===== src/rtl/bin2bcd_display_feeder.sv =====
// bin2bcd_display_feeder
//   Iterative double-dabble converter: unsigned binary -> 8 packed BCD digits
//   for a MAX6951 running in hex-decode mode. One input bit per clock.
//   Values above 99_999_999 show as "EEEEEEEE". Outputs hold between
//   conversions so the display driver can keep scanning them.
//
// Ports
//   clk       system clock, rising edge
//   reset     synchronous reset, active-high
//   in_bin    unsigned value to convert (BIN_WIDTH bits)
//   in_valid  in_bin valid this cycle
//   in_ready  idle, accepts in_bin on in_valid
//   busy      conversion in progress
//   bcd_data  packed BCD, [3:0] units .. [31:28] 10^7 digit
//   dps       decimal-point mask aligned with bcd_data digits
//   out_valid one-cycle pulse when bcd_data/dps update
module bin2bcd_display_feeder #(
    parameter int BIN_WIDTH = 27,
    parameter int DP_POS    = 8
) (
    input  logic                 clk,
    input  logic                 reset,
    input  logic [BIN_WIDTH-1:0] in_bin,
    input  logic                 in_valid,
    output logic                 in_ready,
    output logic                 busy,
    output logic [31:0]          bcd_data,
    output logic [7:0]           dps,
    output logic                 out_valid
);

    localparam logic [1:0] S_IDLE  = 2'd0;
    localparam logic [1:0] S_SHIFT = 2'd1;
    localparam logic [1:0] S_DONE  = 2'd2;

    localparam logic [4:0]  CNT_INIT  = 5'(BIN_WIDTH - 1);
    localparam logic [7:0]  DPS_MASK  = (DP_POS < 8) ? (8'h01 << DP_POS) : 8'h00;
    localparam logic [26:0] MAX_DEC   = 27'd99_999_999;
    localparam logic [31:0] OVF_GLYPH = 32'hEEEE_EEEE;

    logic [1:0]           state_q, state_d;
    logic [BIN_WIDTH-1:0] shreg_q, shreg_d;
    logic [31:0]          scratch_q, scratch_d;
    logic [4:0]           cnt_q, cnt_d;
    logic [31:0]          bcd_q, bcd_d;
    logic [7:0]           dps_q, dps_d;
    logic                 ovalid_q, ovalid_d;

    logic [31:0] scratch_adj;
    logic [26:0] in_ext;
    logic        accept;

    // Overflow check is always done at 27 bits, whatever BIN_WIDTH is.
    assign in_ext = 27'(in_bin);
    assign accept = in_valid && (state_q == S_IDLE);

    // Add-3 correction on every nibble that would exceed 9 after doubling.
    always_comb begin
        scratch_adj = scratch_q;
        for (int i = 0; i < 8; i++) begin
            if (scratch_q[4*i +: 4] >= 4'd5)
                scratch_adj[4*i +: 4] = scratch_q[4*i +: 4] + 4'd3;
        end
    end

    always_comb begin
        state_d   = state_q;
        shreg_d   = shreg_q;
        scratch_d = scratch_q;
        cnt_d     = cnt_q;
        bcd_d     = bcd_q;
        dps_d     = dps_q;
        ovalid_d  = 1'b0;
        case (state_q)
            S_IDLE: begin
                if (accept) begin
                    if (in_ext > MAX_DEC) begin
                        scratch_d = OVF_GLYPH;
                        state_d   = S_DONE;
                    end else begin
                        shreg_d   = in_bin;
                        scratch_d = 32'h0;
                        cnt_d     = CNT_INIT;
                        state_d   = S_SHIFT;
                    end
                end
            end
            S_SHIFT: begin
                {scratch_d, shreg_d} = {scratch_adj, shreg_q} << 1;
                if (cnt_q == 5'd0) state_d = S_DONE;
                else               cnt_d   = cnt_q - 5'd1;
            end
            S_DONE: begin
                bcd_d    = scratch_q;
                dps_d    = DPS_MASK;
                ovalid_d = 1'b1;
                state_d  = S_IDLE;
            end
            default: state_d = S_IDLE;
        endcase
    end

    always_ff @(posedge clk) begin
        if (reset) begin
            state_q   <= S_IDLE;
            shreg_q   <= '0;
            scratch_q <= 32'h0;
            cnt_q     <= 5'd0;
            bcd_q     <= 32'h0;
            dps_q     <= 8'h0;
            ovalid_q  <= 1'b0;
        end else begin
            state_q   <= state_d;
            shreg_q   <= shreg_d;
            scratch_q <= scratch_d;
            cnt_q     <= cnt_d;
            bcd_q     <= bcd_d;
            dps_q     <= dps_d;
            ovalid_q  <= ovalid_d;
        end
    end

    assign in_ready  = (state_q == S_IDLE);
    assign busy      = (state_q != S_IDLE);
    assign bcd_data  = bcd_q;
    assign dps       = dps_q;
    assign out_valid = ovalid_q;

endmodule


===== config.mk =====
export PLATFORM = sky130hd
export DESIGN_NAME = bin2bcd_display_feeder
export DESIGN_NICKNAME = d
export VERILOG_FILES = /design/src/rtl/bin2bcd_display_feeder.sv
export SDC_FILE = /design/constraint.sdc
export NUM_CORES = 1
export LEC_CHECK = 0
export BUFFER_PORTS_ARGS = -buffer_cell sky130_fd_sc_hd__buf_2
export CAP_MARGIN = 0
export CORE_MARGIN = 1
export CORE_UTILIZATION = 57
export CTS_CLUSTER_DIAMETER = 40
export CTS_CLUSTER_SIZE = 12
export DETAILED_ROUTE_END_ITERATION = 8
export MAX_ROUTING_LAYER = met4
export PLACE_DENSITY = 0.78
export SLEW_MARGIN = 20
export SYNTH_ARGS = -nofsm -noshare
export SYNTH_HDL_FRONTEND = slang
export SYNTH_SLANG_ARGS = --single-unit

===== constraint.sdc =====
create_clock -name clk -period 1.9 [get_ports clk]
set_input_delay 0.38 -clock clk [delete_from_list [all_inputs] [get_ports clk]]
set_output_delay 0.38 -clock clk [all_outputs]
set_load 0.05 [all_outputs]

==> results.cfg, run 1 <==
[routing]
num_vias = 4126
drc = 0
avgViaCountPerCell = 5.71
drt_iter0_markers = 202
wire_per_inst_um = 14.5
wirelength_um = 10500
drtPass1Iterations = 5
ant_nets = 0

[finish]
layoutNonFillerInstCount = 722
drive_above_1_share_pct = 17.8
design_area_um2 = 5400
layout-area-overhead-vs-synth_pct = 13.1
final.fill_count = 719
antenna_cells = 0
nNetsFinal = 661

[timing]
fin_setup_tns_ps = 0
setup_violations = 0
fin_ws_ps = 124
hold_ws_ps = 318
rsz0062_at_grt = no
finalHoldViolCount = 0
period_share_pct = 93.5
clock_skew_ps = 11.0
period_needed_ps = 1780
fmax_mhz = 563
slew_viol_final = 0

[cts]
cts_tree = done
clk_latency_ps = 370
cts_buffers = 9
post_cts_resize_count = 0
postCtsSetupBuffers = 0
htreeDepth = 3
cts_buffer_depth = 2
cts.sinks = 99
root_buffer = clkbuf_8
hold_buffers = 0
clkSlewWorstSetupHoldPaths_ps = 90

[global_route]
antenna_found_initial = 0
grt_usage_pct = 25.7
grt_pass1_wl_um = 17500
gr-total-overflow = 0
grt_max_degree = 60
grt_pass1_vias = 3846

[setup_path]
crit_type = reg2out
cp-startpoint = state_q[0]$_SDFFE_PP0P_
required_ps = 1520
cp.arrival_ps = 1400
ff2ff_path_depth = 7
cp-end-kind = output pin
rr_endpoint = scratch_q[26]$_SDFFE_PP0P_
crit_fanout = 9
r2r_start = scratch_q[25]$_SDFFE_PP0P_
cp-endpoint = in_ready
cp-start-kind = flip-flop
ff2ff_setup_slack_ps = 180

[place]
place_inst = 707
place_congestion = 0.804
dp_slack_ps = -79.1
hpwl_um = 6950
placed_area_um2 = 5230
portBuffers = 64

[die]
rows = 33
ioPinCount = 73
initial_utilization_pct = 58.4
fp.dieW_um = 93.5
die_h_um = 93.5
die_area_um2 = 8750
core_area_um2 = 8180

[yosys]
syn_inst = 562
yosys.area.top_type = dfxtp_1
yosys-top-cells-area = dfxtp_1, a21oi_1, mux2i_1
post-synth-top-count-cell = dfxtp_1
async_reset_ff_share_pct = 0
synthDistinctLibCells = 43
avgSynthCellArea_um2 = 8.50
ys_seq_area_share_pct = 41.5
netlist.area_leader.share_pct = 41.5
yosysWarningCount = 0
netlist_area_um2 = 4780
ys_seq_elements = 99
synthTopCellsByCount = dfxtp_1, a21oi_1, nand2_1, a211oi_1, nor2_1
synth_edf_count = 0
synth-main-ff-cell = dfxtp_1

[pwr]
power_density_nw_per_um2 = 905
p_leak_nw = 2.22
ir_drop_uv = 425

[hold_path]
min_path_cells = 3
hp-class = in2reg

[status]
status = finished, final reports clean

[job]
cap_violations = 0
==> worst min path at each step <==
stage	startpoint	to
2_1_floorplan	scratch_q[29]$_SDFFE_PP0P_	bcd_data[29]$_SDFFE_PP0P_
5_1_grt	in_bin[0]	shreg_q[0]$_SDFFE_PP0P_
4_1_cts	in_bin[0]	shreg_q[0]$_SDFFE_PP0P_
3_3_place_gp	bcd_data[8]$_SDFFE_PP0P_	bcd_data[8]$_SDFFE_PP0P_
3_5_place_dp	bcd_data[16]$_SDFFE_PP0P_	bcd_data[16]$_SDFFE_PP0P_
6_report	in_bin[0]	shreg_q[0]$_SDFFE_PP0P_
==> state kept, by name, indices dropped and copies added (netlist names) <==
signal and cells:
bcd_data 32, state_q 2, cnt_q 5, out_valid 1
scratch_q 32, shreg_q 27
==> power breakdown <==
group	switching, W	total (W)	leakage (nW)	internal [W]
logic	0.000711	0.00120	1.33	0.000494
clock network	0.000753	0.00126	0.0770	0.000509
registers	0.000162	0.00242	0.810	0.00226
==> area by class of cell <==
type	instances	area, um^2	share of cell area, %
timing repair buffer	82	518	9.59
sequential	99	1980	36.7
tap	105	131	2.43
multi-input combinational	399	2510	46.5
clock inverter	5	38.8	0.718
clock buffer	10	138	2.55
inverter	22	82.6	1.53
==> cell usage in the layout, fill, tap and decap left out, types with 10 or more instances in the layout <==
cell type / count
nor2_1: 31
buf_2: 64
dfxtp_1: 99
nand2_1: 72
a21oi_1: 89
a211oi_1: 34
mux2i_1: 32
ha_1: 18
o21ai_0: 17
buf_4: 13
inv_1: 22
nor3b_1: 16
xnor2_1: 10
clkbuf_8: 10
==> logic make-up (layout without fill, tap and decap cells) <==
family          Yosys count  count (layout)  share of synthesized area, %
other cells               1               8                        0.0785
xor+xnor                 10              10                          1.83
fa+ha+maj                18              18                          4.72
simple gates            154             154                          15.2
flops                    99              99                          41.5
compound gates          177             177                          23.2
buf+inv                  71             119                          6.76
mux                      32              32                          6.71
==> layer usage <==
layer | wire length (um) | GRT usage [%]
met1 | 4880 | 31.5
met2 | 5110 | 42.8
met3 | 397 | 5.04
met4 | 100 | 8.21
met5 | 0 | -
==> critical path, cell delays in order, from the launching register on <==
cell     delay [ps]
dfxtp_1         320
buf_4           170
nor2_2          230
buf_2           310
==> metrics by stage <==
| stage | utilization, % | power (W) |
|---|---|---|
| 6_report | 66.1 | 0.00489 |
| 5_1_grt | 66.1 | 0.00515 |
| 4_1_cts | 66.1 | 0.00490 |
| 3_5_place_dp | 63.9 | 0.00366 |
| 3_3_place_gp | 63.9 | 0.00361 |
| 2_1_floorplan | - | 0.00335 |
Power figures use the tool's default switching activity.
==> run 2, diff against run 1 <==
--- a/config.mk
+++ b/config.mk
@@ -8,12 +8,12 @@
 export BUFFER_PORTS_ARGS = -buffer_cell sky130_fd_sc_hd__buf_2
 export CAP_MARGIN = 0
 export CORE_MARGIN = 1
-export CORE_UTILIZATION = 57
+export CORE_UTILIZATION = 50
 export CTS_CLUSTER_DIAMETER = 40
 export CTS_CLUSTER_SIZE = 12
 export DETAILED_ROUTE_END_ITERATION = 8
 export MAX_ROUTING_LAYER = met4
-export PLACE_DENSITY = 0.78
+export PLACE_DENSITY = 0.73
 export SLEW_MARGIN = 20
 export SYNTH_ARGS = -nofsm -noshare
 export SYNTH_HDL_FRONTEND = slang
==> run 2 against run 1 <==
Net effect:
- worst setup slack better by 75 ps
- die area increased by 14%
- clock skew up 0.85 ps
- non-clock buffer count grew 12
==> results.cfg, run 2 (synthesized netlist as in run 1, its figures left out) <==
[global_route]
grt_max_degree = 50
grt_pass1_vias = 3956
antenna_found_initial = 0
grt_usage_pct = 22.8
gr-total-overflow = 0
grt_pass1_wl_um = 18000

[timing]
fmax_mhz = 588
rsz0062_at_grt = no
clock_skew_ps = 11.8
fin_ws_ps = 199
period_share_pct = 89.5
finalHoldViolCount = 0
setup_violations = 0
relSlewSlack_pct = 62.7
hold_ws_ps = 351
slew_viol_final = 0
tightest_slew_ps = 559
period_needed_ps = 1700

[setup_path]
cp-end-kind = flip-flop
rr_endpoint = shreg_q[22]$_SDFFE_PP0P_
crit_type = reg2reg
cp.arrival_ps = 1920
slowest_delay_ps = 480
r2r_start = state_q[1]$_SDFFE_PP0P_
path_cells = buf_4, nand2b_2, buf_12, mux2i_1, a211oi_1
ff2ff_path_depth = 5
cp-start-kind = flip-flop
crit_family = flip-flops
slowest_stage = dfxtp_1
ff2ff_setup_slack_ps = 200
required_ps = 2120
crit_fanout = 28
cp.buffers_inverters = 2

[cts]
cts.sinks = 99
clk_latency_ps = 360
cts_buffer_depth = 2
clkSlewWorstSetupHoldPaths_ps = 100
cts_tree = done
htreeDepth = 3
root_buffer = clkbuf_8
cts_buffers = 9

[routing]
avgViaCountPerCell = 5.47
num_vias = 4151
wire_per_inst_um = 13.8
drc = 0
drt_iter0_markers = 200
drtPass1Iterations = 5
wirelength_um = 10500
ant_nets = 0

[finish]
final.fill_count = 822
drive_above_1_share_pct = 19.4
final_common_cell = dfxtp_1
antenna_cells = 0
final_cell_mix = dfxtp_1, a21oi_1, nand2_1
final_util_pct = 59.9
nNetsFinal = 673
design_area_um2 = 5540
regArea_um2 = 1980
layout-area-overhead-vs-synth_pct = 16.0
multi_input_area_um2 = 2520

[die]
initial_utilization_pct = 51.7
core_area_um2 = 9240
die_h_um = 99.7
rows = 35
ioPinCount = 73
fp.dieW_um = 99.7
die_area_um2 = 9950

[pwr]
ir_drop_uv = 464
power_density_nw_per_um2 = 927
p_leak_nw = 2.30

[hold_path]
hp-class = in2reg
worstHoldStart = in_bin[0]
min_path_cells = 3
hold_end = shreg_q[0]$_SDFFE_PP0P_

[status]
status = finished, final reports clean

[job]
cap_violations = 0

[place]
hpwl_um = 7060
place_congestion = 0.808
dp_slack_ps = -449
placed_area_um2 = 5310
portBuffers = 64
[run 2: cell type report]
cell class	count	share of cell area, %
Multi-Input combinational cell	399	45.5
Sequential cell	99	35.8
Timing Repair Buffer	94	10.3
Tap cell	129	2.91
Clock buffer	10	2.30
Clock inverter	6	1.74
Inverter	22	1.49
[run 2: repair_timing]
item                                    in CTS  in global routing
hold buffers                                 0                  0
gates resized for setup                      1                  0
setup buffers                                0                  0
endpoints found under the setup margin      25                  0
[run 2: power by group]
part,switching [W],leakage [nW],internal (W)
combinational,0.000710,1.38,0.000490
sequential,0.000162,0.810,0.00226
clock,0.000752,0.109,0.000759
[run 2: worst min-delay path, stage by stage]
cell and delay (ps):
buf_2 110, nand4b_1 80, a31oi_1 80
[run 2: metal layers]
layer	vias to the layer above	GRT usage, %	wire [um]
li1	2099	-	-
met1	1967	28.8	5030
met2	68	37.8	5090
met3	17	2.74	243
met4	0	8.03	149
met5	-	-	0
[run 2: per-stage QoR]
stage	setup TNS (ps)	total power, W	instances
final	0	0.00513	759
after global placement	-8990	0.00360	743
after CTS	0	0.00515	759
after floorplan	0	0.00335	569
after detailed placement	-11020	0.00366	743
after global routing	0	0.00540	759
[run 2: worst max-delay path by stage]
| stage | cells after the start | slack [ps] | end | from |
|---|---|---|---|---|
| 3_5_place_dp | 6 | -450 | shreg_q[4]$_SDFFE_PP0P_ | in_bin[11] |
| 3_3_place_gp | 6 | -350 | shreg_q[25]$_SDFFE_PP0P_ | in_bin[11] |
| 6_report | 5 | 200 | shreg_q[22]$_SDFFE_PP0P_ | state_q[1]$_SDFFE_PP0P_ |
| 5_1_grt | 5 | 80 | shreg_q[22]$_SDFFE_PP0P_ | state_q[1]$_SDFFE_PP0P_ |
| 2_1_floorplan | 7 | 50 | cnt_q[0]$_SDFFE_PP0P_ | state_q[0]$_SDFFE_PP0P_ |
| 4_1_cts | 2 | 230 | in_ready | state_q[1]$_SDFFE_PP0P_ |
==> run 3, diff against run 2 <==
--- a/config.mk
+++ b/config.mk
@@ -9,8 +9,8 @@
 export CAP_MARGIN = 0
 export CORE_MARGIN = 1
 export CORE_UTILIZATION = 50
+export CTS_BUF_LIST = sky130_fd_sc_hd__clkbuf_4
 export CTS_CLUSTER_DIAMETER = 40
-export CTS_CLUSTER_SIZE = 12
 export DETAILED_ROUTE_END_ITERATION = 8
 export MAX_ROUTING_LAYER = met4
 export PLACE_DENSITY = 0.73
==> run 3 against run 2 <==
Net effect:
- global-route usage increased by 0.077 points
- clock power decreased by 15%
- utilization decreased by 0.57 points
- sequential cell count unchanged
- critical path type is now reg2out
- highest routed layer unchanged
==> results.cfg, run 3 (synthesized netlist as in run 1, its figures left out) <==
[setup_path]
required_ps = 1520
cp.buffers_inverters = 1
cp-end-kind = output pin
slowest_stage = dfxtp_1
crit_type = reg2out
ff2ff_setup_slack_ps = 220
crit_fanout = 5
cp-start-kind = flip-flop
crit_family = flip-flops
slowest_delay_ps = 400
path_cells = nor2_2, buf_2
cp.arrival_ps = 1390

[timing]
period_share_pct = 93.3
period_needed_ps = 1770
hold_ws_ps = 254
clock_skew_ps = 22.8
setup_violations = 0
slew_viol_final = 0
rsz0062_at_grt = no
relSlewSlack_pct = 62.1
fmax_mhz = 564
finalHoldViolCount = 0
tightest_slew_ps = 567

[finish]
final_cell_mix = dfxtp_1, a21oi_1, nand2_1
antenna_cells = 0
final_util_pct = 59.4
layout-area-overhead-vs-synth_pct = 14.9
drive_above_1_share_pct = 19.5
final_common_cell = dfxtp_1
layoutNonFillerInstCount = 759
nNetsFinal = 673

[die]
die_h_um = 99.7
rows = 35
initial_utilization_pct = 51.7
ioPinCount = 73
core_area_um2 = 9240
die_area_um2 = 9950
fp.dieW_um = 99.7

[cts]
postCtsSetupBuffers = 0
root_buffer = clkbuf_4
post_cts_resize_count = 0
cts_buffer_depth = 2
hold_buffers = 0
htreeDepth = 3
clkSlewWorstSetupHoldPaths_ps = 150
cts.sinks = 99
clk_latency_ps = 450
cts_tree = done
cts_buffers = 9

[place]
portBuffers = 64
place_inst = 743
place_congestion = 0.808
hpwl_um = 7060

[routing]
drt_iter0_markers = 191
num_vias = 4156
wire_per_inst_um = 13.8
ant_nets = 0
avgViaCountPerCell = 5.48
drtPass1Iterations = 4
drc = 0
wirelength_um = 10500

[global_route]
grt_pass1_vias = 3956
grt_pass1_wl_um = 18000
grt_max_degree = 50
gr-total-overflow = 0
antenna_found_initial = 0
grt_usage_pct = 22.9

[hold_path]
hp-class = in2reg

[pwr]
p_leak_nw = 2.28
ir_drop_uv = 399
power_density_nw_per_um2 = 896

[status]
status = finished, final reports clean

[job]
cap_violations = 0
## run 3: changes by cell type in the layout (fill, tap and decap cells not counted)
| cell | previous run | this run |
|---|---|---|
| clkbuf_4 | 0 | 10 |
| clkbuf_1 | 1 | 0 |
| clkbuf_8 | 9 | 0 |
## run 3: layout make-up
type | instances | area [um^2]
Inverter | 22 | 82.6
Timing Repair Buffer | 94 | 571
Fill cell | 827 | 3750
Tap cell | 129 | 161
Clock buffer | 10 | 75.1
Clock inverter | 6 | 96.3
Multi-Input combinational cell | 399 | 2520
Sequential cell | 99 | 1980
## run 3: path summary, 6_finish.rpt
| path | endpoint | from | cells past startpoint |
|---|---|---|---|
| max | in_ready | state_q[1]$_SDFFE_PP0P_ | 2 |
| min | shreg_q[0]$_SDFFE_PP0P_ | in_bin[0] | 3 |
| min reg2reg | bcd_data[29]$_SDFFE_PP0P_ | bcd_data[29]$_SDFFE_PP0P_ | 2 |
| max reg2reg | shreg_q[22]$_SDFFE_PP0P_ | state_q[1]$_SDFFE_PP0P_ | 5 |
## run 3: per-layer routing
metal	track usage (%)	part of all wire, %	wire (um)
met3	2.88	3.7	391
met5	-	0	0
met4	9.05	1.7	180
met2	38.0	48	5020
met1	28.3	47	4910
## run 3: power breakdown
part / internal, W / total, W / switching (W)
sequential: 0.00226 / 0.00242 / 0.000163
combinational: 0.000490 / 0.00120 / 0.000708
clock: 0.000565 / 0.00129 / 0.000729
## run 3: worst min-delay path, stage by stage
cell and delay (ps):
buf_2 110, nand4b_1 80, a31oi_1 80
## run 3: per-stage QoR
step	setup WS (ps)	setup TNS, ps	instance area [um^2]	total power, W
final	128	0	5490	0.00491
after global placement	-353	-8990	5310	0.00360
after CTS	22.4	0	5480	0.00493
after global routing	42.6	0	5490	0.00518
after detailed placement	-449	-11020	5310	0.00366
after floorplan	50.4	0	4800	0.00335
